### src/rtl/uart_tx_scheduler_if.sv
// Requester, arbitration and UART-side signals of the UART transmit scheduler.
// The scheduler takes the master modport; requesters and the UART take the slave modport.
interface uart_tx_scheduler_if #(
  parameter int N_REQ = 4
);
  logic [N_REQ-1:0]   req;
  logic [8*N_REQ-1:0] req_data;
  logic [N_REQ-1:0]   ack;
  logic               err;
  logic [N_REQ-1:0]   grant;
  logic [7:0]         tx_data;
  logic               tx_load;
  logic               tx_start;
  logic               tx_busy;
  logic               sched_busy;

  modport master (
    input  req, req_data, tx_busy,
    output ack, err, grant, tx_data, tx_load, tx_start, sched_busy
  );

  modport slave (
    output req, req_data, tx_busy,
    input  ack, err, grant, tx_data, tx_load, tx_start, sched_busy
  );
endinterface

### src/rtl/uart_tx_scheduler.sv
// Round-robin owner of a shared UART transmitter: latch a byte, stretch the load and
// start strobes for the slow UART clock, wait out the frame, then acknowledge.
module uart_tx_scheduler #(
  parameter int N_REQ        = 4,
  parameter int STROBE_LEN   = 8,
  parameter int GAP_LEN      = 8,
  parameter int BUSY_TIMEOUT = 1024
) (
  input  logic                 CLOCK_125_p,
  input  logic                 reset,
  uart_tx_scheduler_if.master  bus
);
  typedef enum logic [2:0] {IDLE, LOAD, GAP, START, WAIT_BUSY, WAIT_IDLE, ACK} state_t;

  localparam int PTR_W   = $clog2(N_REQ);
  localparam int MAX_LEN = (STROBE_LEN > GAP_LEN) ? STROBE_LEN : GAP_LEN;
  localparam int CNT_W   = $clog2(MAX_LEN + 1);

  state_t             state_reg;
  logic [PTR_W-1:0]   ptr_reg;
  logic [CNT_W-1:0]   cnt_reg;
  logic [15:0]        to_cnt_reg;
  logic [N_REQ-1:0]   ack_reg;
  logic [N_REQ-1:0]   grant_reg;
  logic               err_reg;
  logic [7:0]         tx_data_reg;
  logic               tx_load_reg;
  logic               tx_start_reg;
  logic               sched_busy_reg;

  logic [PTR_W-1:0]   winner_next;
  logic [PTR_W-1:0]   ptr_next;
  logic [PTR_W-1:0]   scan_idx;
  logic               found_next;
  logic [N_REQ-1:0]   winner_onehot;
  logic [7:0]         data_arr [N_REQ];

  generate
    for (genvar gi = 0; gi < N_REQ; gi++) begin : g_req
      assign data_arr[gi]      = bus.req_data[8*gi +: 8];
      assign winner_onehot[gi] = (winner_next == PTR_W'(gi));
    end
  endgenerate

  // Scan from the highest rotated offset down so the first set bit at or after ptr wins.
  always_comb begin
    winner_next = '0;
    found_next  = 1'b0;
    scan_idx    = '0;
    for (int k = N_REQ - 1; k >= 0; k--) begin
      scan_idx = PTR_W'((int'(ptr_reg) + k) % N_REQ);
      if (bus.req[scan_idx]) begin
        winner_next = scan_idx;
        found_next  = 1'b1;
      end
    end
  end

  assign ptr_next = (winner_next == PTR_W'(N_REQ - 1)) ? '0 : winner_next + 1'b1;

  always_ff @(posedge CLOCK_125_p) begin
    if (reset) begin
      state_reg      <= IDLE;
      ptr_reg        <= '0;
      cnt_reg        <= '0;
      to_cnt_reg     <= '0;
      ack_reg        <= '0;
      grant_reg      <= '0;
      err_reg        <= 1'b0;
      tx_data_reg    <= '0;
      tx_load_reg    <= 1'b0;
      tx_start_reg   <= 1'b0;
      sched_busy_reg <= 1'b0;
    end else begin
      ack_reg <= '0;
      err_reg <= 1'b0;
      case (state_reg)
        IDLE: begin
          if (found_next) begin
            grant_reg      <= winner_onehot;
            tx_data_reg    <= data_arr[winner_next];
            ptr_reg        <= ptr_next;
            cnt_reg        <= '0;
            tx_load_reg    <= 1'b1;
            sched_busy_reg <= 1'b1;
            state_reg      <= LOAD;
          end
        end
        LOAD: begin
          if (cnt_reg == CNT_W'(STROBE_LEN - 1)) begin
            tx_load_reg <= 1'b0;
            cnt_reg     <= '0;
            state_reg   <= GAP;
          end else begin
            cnt_reg <= cnt_reg + 1'b1;
          end
        end
        GAP: begin
          if (cnt_reg == CNT_W'(GAP_LEN - 1)) begin
            tx_start_reg <= 1'b1;
            cnt_reg      <= '0;
            to_cnt_reg   <= '0;
            state_reg    <= START;
          end else begin
            cnt_reg <= cnt_reg + 1'b1;
          end
        end
        START: begin
          if (cnt_reg == CNT_W'(STROBE_LEN - 1)) begin
            tx_start_reg <= 1'b0;
            cnt_reg      <= '0;
            state_reg    <= WAIT_BUSY;
          end else begin
            cnt_reg <= cnt_reg + 1'b1;
          end
        end
        WAIT_BUSY: begin
          // A UART that never reports busy still gets acknowledged, flagged as an error.
          if (bus.tx_busy) begin
            state_reg <= WAIT_IDLE;
          end else if (to_cnt_reg == 16'(BUSY_TIMEOUT - 1)) begin
            ack_reg   <= grant_reg;
            err_reg   <= 1'b1;
            state_reg <= ACK;
          end else begin
            to_cnt_reg <= to_cnt_reg + 16'd1;
          end
        end
        WAIT_IDLE: begin
          if (!bus.tx_busy) begin
            ack_reg   <= grant_reg;
            state_reg <= ACK;
          end
        end
        ACK: begin
          grant_reg      <= '0;
          sched_busy_reg <= 1'b0;
          state_reg      <= IDLE;
        end
        default: begin
          state_reg <= IDLE;
        end
      endcase
    end
  end

  assign bus.ack        = ack_reg;
  assign bus.err        = err_reg;
  assign bus.grant      = grant_reg;
  assign bus.tx_data    = tx_data_reg;
  assign bus.tx_load    = tx_load_reg;
  assign bus.tx_start   = tx_start_reg;
  assign bus.sched_busy = sched_busy_reg;
endmodule

### src/flat_wrapper.sv
// flat-port wrapper written by rule: the top's interface ports become plain ports
module uart_tx_scheduler_flat 
#(
  parameter int N_REQ        = 4,
  parameter int STROBE_LEN   = 8,
  parameter int GAP_LEN      = 8,
  parameter int BUSY_TIMEOUT = 1024
)
  (CLOCK_125_p, reset, bus_req, bus_req_data, bus_tx_busy, bus_ack, bus_err, bus_grant, bus_tx_data, bus_tx_load, bus_tx_start, bus_sched_busy);
  uart_tx_scheduler_if #(.N_REQ(N_REQ)) bus_i ();
  input  logic CLOCK_125_p;
  input  logic reset;
  input wire logic [$bits(bus_i.req)-1:0] bus_req;
  input wire logic [$bits(bus_i.req_data)-1:0] bus_req_data;
  input wire logic [$bits(bus_i.tx_busy)-1:0] bus_tx_busy;
  output wire logic [$bits(bus_i.ack)-1:0] bus_ack;
  output wire logic [$bits(bus_i.err)-1:0] bus_err;
  output wire logic [$bits(bus_i.grant)-1:0] bus_grant;
  output wire logic [$bits(bus_i.tx_data)-1:0] bus_tx_data;
  output wire logic [$bits(bus_i.tx_load)-1:0] bus_tx_load;
  output wire logic [$bits(bus_i.tx_start)-1:0] bus_tx_start;
  output wire logic [$bits(bus_i.sched_busy)-1:0] bus_sched_busy;
  assign bus_i.req = bus_req;
  assign bus_i.req_data = bus_req_data;
  assign bus_i.tx_busy = bus_tx_busy;
  assign bus_ack = bus_i.ack;
  assign bus_err = bus_i.err;
  assign bus_grant = bus_i.grant;
  assign bus_tx_data = bus_i.tx_data;
  assign bus_tx_load = bus_i.tx_load;
  assign bus_tx_start = bus_i.tx_start;
  assign bus_sched_busy = bus_i.sched_busy;
  uart_tx_scheduler #(.N_REQ(N_REQ), .STROBE_LEN(STROBE_LEN), .GAP_LEN(GAP_LEN), .BUSY_TIMEOUT(BUSY_TIMEOUT)) u_core (.CLOCK_125_p(CLOCK_125_p), .reset(reset), .bus(bus_i));
endmodule
### config.mk
export PLATFORM = sky130hd
export DESIGN_NAME = uart_tx_scheduler_flat
export DESIGN_NICKNAME = d
export VERILOG_FILES = /design/src/rtl/uart_tx_scheduler_if.sv /design/src/rtl/uart_tx_scheduler.sv /design/src/flat_wrapper.sv
export SDC_FILE = /design/constraint.sdc
export NUM_CORES = 1
export LEC_CHECK = 0
export CAP_MARGIN = 20
export CORE_UTILIZATION = 60
export CTS_CLUSTER_SIZE = 25
export DETAILED_ROUTE_END_ITERATION = 8
export DONT_BUFFER_PORTS = 1
export PLACE_DENSITY = 0.82
export SYNTH_ARGS = -nofsm -noshare
export SYNTH_HDL_FRONTEND = slang
export SYNTH_SLANG_ARGS = --single-unit
### constraint.sdc
create_clock -name CLOCK_125_p -period 2.4 [get_ports CLOCK_125_p]
set_clock_uncertainty 0.15 [all_clocks]
set_input_delay 0.48 -clock CLOCK_125_p [delete_from_list [all_inputs] [get_ports CLOCK_125_p]]
set_output_delay 0.48 -clock CLOCK_125_p [all_outputs]
set_load 0.02 [all_outputs]
* Word level (Yosys, flattened, before mapping)
Index checks and enable logic that the tools add are counted.
Word-level totals: register bits 45, bits in latches 0, bits in writable memories 0, ROM bits 0, word-level logic and storage cells 107, memories kept 0
Operators by class: add/subtract/negate cells 6, multiply operators 0, div/mod/pow operators 0, $lt $le $gt $ge 5, equality and inequality tests 19, shifts and indexed selects 0, multiplexer cells 48, bitwise logic cells 2, reduce and logical (&&, ||, !) cells 16
Operator list (number):
- 16-bit 2-to-1 mux | 3
- 16-bit one-hot mux with 2 select lines | 1
- 4-bit 2-to-1 mux | 6
- 4-bit one-hot mux with 2 select lines | 3
- 3-bit 2-to-1 mux | 7
- 3-bit one-hot mux with 6 select lines | 1
- 16-bit by 1-bit adder with 16-bit output, second input constant | 1
- 8-bit binary-select mux with 2-bit select | 1
- 16-bit by 10-bit equality test with 1-bit output, second input constant | 1
- 8-bit 2-to-1 mux | 2
- 2-bit by 3-bit < comparator with 1-bit output, second input constant | 4
- 1-bit 2-to-1 mux | 12
- 2-bit 2-to-1 mux | 5
- 2-bit nonzero test | 5
- 3-bit equality test, second input constant | 3
- 1-bit binary-select mux with 2-bit select | 4
- 2-bit by 1-bit inequality test with 1-bit output, second input constant | 4
- 3-bit by 2-bit equality test with 1-bit output, second input constant | 2
- 2-bit inequality test, second input constant | 3
- 1-bit one-hot mux with 2 select lines | 3
- 2-bit AND reduction | 3
- 3-bit AND reduction | 2
- 6-bit AND reduction | 1
- 3-bit OR reduction | 2
- 14 further kinds | 17

* Logic depth before layout (Yosys ltp)
depth after elaboration 11, depth in mapped cells 9

* Worst setup path after synthesis
Ideal clock, no wire load.
path type input-to-reg, from input port bus_req[0], to register u_core.ptr_reg[1], arrival 1.766 ns, required time 2.118 ns, slack 0.352 ns, cell stages on the path 8, cell sequence a21o_1 -> a21oi_1 -> o22a_1 -> buf_2 -> buf_2 -> ha_1 -> nand2_1 -> a21oi_1
On the way: cells in the longest elaborated chain, start to end 8
RTL lines:
- start, declared | line flat_wrapper.sv:13 | input wire logic [$bits(bus_i.req)-1:0] bus_req;
- 1-bit binary-select mux with 2-bit select | line uart_tx_scheduler.sv:52 | if (bus.req[scan_idx]) begin
- 1-bit 2-to-1 mux (not written as such) | line uart_tx_scheduler.sv:52
- 2-bit 2-to-1 mux (3 in series) | line uart_tx_scheduler.sv:52
- 2-bit 2-to-1 mux (*) | line uart_tx_scheduler.sv:52
- 2-bit by 1-bit adder with 2-bit output / 2-bit equality test (equally long branches) | line uart_tx_scheduler.sv:59 | assign ptr_next = (winner_next == PTR_W'(N_REQ - 1)) ? '0 : winner_next + 1'b1;
- 2-bit 2-to-1 mux (*) | line uart_tx_scheduler.sv:59
- via u_core.ptr_next[1] | line uart_tx_scheduler.sv:32 | logic [PTR_W-1:0] ptr_next;
- end signal, assigned | line uart_tx_scheduler.sv:82 | ptr_reg <= ptr_next;
- end, declared | line uart_tx_scheduler.sv:20 | logic [PTR_W-1:0] ptr_reg;
The timed path passes the listed nets; every way through them passes the cells marked *. The select of a mux whose other input is x is not followed. A chain may end at the register's enable or synchronous reset.

* Final worst setup path
from register u_core.state_reg[1], to register u_core.to_cnt_reg[15]
On the way: cells in the longest elaborated chain, start to end 3
RTL lines:
- start, declared | line uart_tx_scheduler.sv:19 | state_t state_reg;
- start signal, assigned | line uart_tx_scheduler.sv:63 | state_reg <= IDLE;
- start signal, assigned | line uart_tx_scheduler.sv:86 | state_reg <= LOAD;
- start signal, assigned | line uart_tx_scheduler.sv:93 | state_reg <= GAP;
- 3-bit equality test / 3-bit by 2-bit equality test with 1-bit output (equally long branches) | line uart_tx_scheduler.sv:77 | case (state_reg)
- 2-bit inequality test (no source line) (tied with other cells)
- 4-bit AND reduction (no source line)
- end signal, assigned | line uart_tx_scheduler.sv:126 | to_cnt_reg <= to_cnt_reg + 16'd1;
- end, declared | line uart_tx_scheduler.sv:22 | logic [15:0] to_cnt_reg;
Several ways; a longest one is shown, not always the timed one.

==> reports/metrics.cfg <==
[global_route]
antenna_found_initial = 0
grt.overflow.total = 0
grt_pass1_vias = 1724
grt_pass1_wl_um = 7690
grt_util_all_layers_pct = 23.4
grt_max_degree = 28

[placement]
gp_congestion = 0.874
portBuffers = 0
placed_area_sq_um = 2410
dpl.hpwl_um = 3220
pre_cts_ws_ns = 0.254
dp.cells = 312

[job]
maxCapViolCount = 0

[sta]
slew-limit-headroom_pct = 67.6
setup_viol = 0
min_period_over_period_pct = 88.4
worst_slew_pin_slew_ns = 0.479
fin_setup_tns_ns = 0
slew_violations = 0
rsz0062_at_grt = false
finalCriticalPeriod_ns = 2.12
maxClockFrequency_mhz = 471
fin_ws_ns = 0.277
hold_viol_final = 0

[floorplanning]
core_area_sq_um = 3720
std_cell_rows = 22
initial_core_util_pct = 63.4
dieArea_sq_um = 4180
die_w_um = 64.7
die_y_um = 64.7
ios = 59

[synthesis]
synth_nets = 315
yosysWarnings = 0
postSynth.asyncResetShare_pct = 0
synth_edf_count = 0
yosys_register_bits = 45
avgSynthCellArea_sq_um = 8.73
synthFlopType = dfxtp_1
synth_cell_types = 52
synth_top_area_share_pct = 38.2
ys_seq_area_share_pct = 38.2
yosys-top-cells-area = dfxtp_1 38%, mux2i_1 8.1%, nor2_1 4.8%, a21oi_1 4.0%, nand2_1 3.3%
synth_top_area_cell = dfxtp_1
syn_inst = 270
syn_area_sq_um = 2360

[clocking]
cts_setup_buffers = 0
htree_levels = 2
path_clk_slew_ns = 0.08
postCtsHoldBufs = 0
root_buffer = clkbuf_8
clk_latency_ns = 0.29
cts_resized = 0
cts_tree = built
cts_sinks = 45
cts_buffer_depth = 2
cts_buffers = 5

[layout]
syn2layout_area_growth_pct = 6.00
diodes = 0
final_core_util_pct = 67.2
stdcell_count = 319
layout_commonest_cell = dfxtp_1
final_cell_mix = 45 x dfxtp_1, 30 x nor2_1, 21 x nand2_1
largest_reg_flops = 16
nFillCells = 313
num-nets-final = 316
finalInstanceArea_sq_um = 2500
drive_gt1_share_pct = 10.3

[worst_setup_path]
reg2reg_depth = 5
cp-end-kind = flop
arrival_ns = 2.20
critPathRequiredTime_ns = 2.48
r2r-end = u_core.to_cnt_reg[15]$_SDFFE_PP0P_
path_max_fanout = 9
path_class = reg -> reg
r2r-start = u_core.state_reg[1]$_SDFFE_PP0P_
r2r_slack_ns = 0.28
worst_setup_path_start_kind = flop

[pwr]
vdd_drop_max_v = 0.000294
p_leak_uw = 0.000886
pwr_density_cell_nw_per_um2 = 588

[route]
viasPerCell = 5.91
initialDrtViolationCount = 149
routed_wirelength_um = 4520
ant_nets = 0
num_vias = 1885
first_pass_iters = 4
avgRoutedWirePerCell_um = 14.2
drc = 0

[worst_hold_path]
min_path_type = in -> reg
worstHoldEndpoint = u_core.ptr_reg[1]$_SDFFE_PP0P_
worstHoldStart = reset
hold_path_depth = 1

[outcome]
status = finished, final reports clean

## cell families (layout without fill, tap and decap cells)
logic type	Yosys count	after routing	share of synthesized area, %
AND/OR/NAND/NOR	108	108	24.4
XOR/XNOR	14	14	5.20
adder cells (fa/ha/maj)	6	6	3.19
flip-flops	45	45	38.2
multiplexers	19	19	8.07
AO/OA/AOI/OAI	54	54	16.1
buffers and inverters	24	25	4.83
## how the worst max path moves through the flow
stage | from | slack (ns) | cells past startpoint | endpoint
2_1_floorplan | bus_req[0] | 0.35 | 8 | u_core.ptr_reg[1]$_SDFFE_PP0P_
6_report | u_core.state_reg[1]$_SDFFE_PP0P_ | 0.28 | 5 | u_core.to_cnt_reg[15]$_SDFFE_PP0P_
5_1_grt | u_core.state_reg[1]$_SDFFE_PP0P_ | 0.15 | 5 | u_core.to_cnt_reg[15]$_SDFFE_PP0P_
3_3_place_gp | bus_tx_busy | 0.30 | 5 | u_core.to_cnt_reg[13]$_SDFFE_PP0P_
4_1_cts | u_core.state_reg[1]$_SDFFE_PP0P_ | 0.29 | 5 | u_core.to_cnt_reg[13]$_SDFFE_PP0P_
3_5_place_dp | bus_tx_busy | 0.25 | 5 | u_core.to_cnt_reg[15]$_SDFFE_PP0P_
## cells in the mapped netlist (7+ instances only)
cell type and n:
buf_2 10, dfxtp_1 45, mux2i_1 19, nand3_1 10, xor2_1 7, a21oi_1 19
o221ai_1 8, xnor2_1 7, nor2_1 30, nand2_1 21, nand3b_1 10
## cell type report
cell class	count	area, sq um	area share [%]
Multi-Input combinational cell	201	1340	53.7
Sequential cell	45	901	36.1
Clock buffer	7	86.3	3.46
Timing Repair Buffer	11	82.6	3.31
Tap cell	48	60.1	2.40
Inverter	7	26.3	1.05
## layer usage
metal | GRT usage, % | routed length, um
met2 | 35.9 | 2000
met1 | 31.4 | 2240
met3 | 6.34 | 207
met4 | 8.06 | 72
met5 | 0 | 0
## worst max-delay path, cell delays in order (launching register included)
cell	delay [ns]
dfxtp_1	0.39
or4b_1	0.73
o21ai_2	0.11
o311ai_1	0.16
or3_1	0.38
a21oi_1	0.13
## metrics by stage
stage | power (uW) | hold slack [ns]
2_1_floorplan | 995 | 0.309
3_3_place_gp | 1020 | 0.334
3_5_place_dp | 1020 | 0.340
4_1_cts | 1480 | 0.0854
5_1_grt | 1540 | 0.0790
6_report | 1470 | 0.0934
## report_power, final
group / internal [uW] / switching (uW)
sequential: 780 / 58.2
combinational: 78.9 / 84.9
clock: 228 / 238
total: 1090 / 381
No activity file was read; power rests on OpenSTA's default activity.
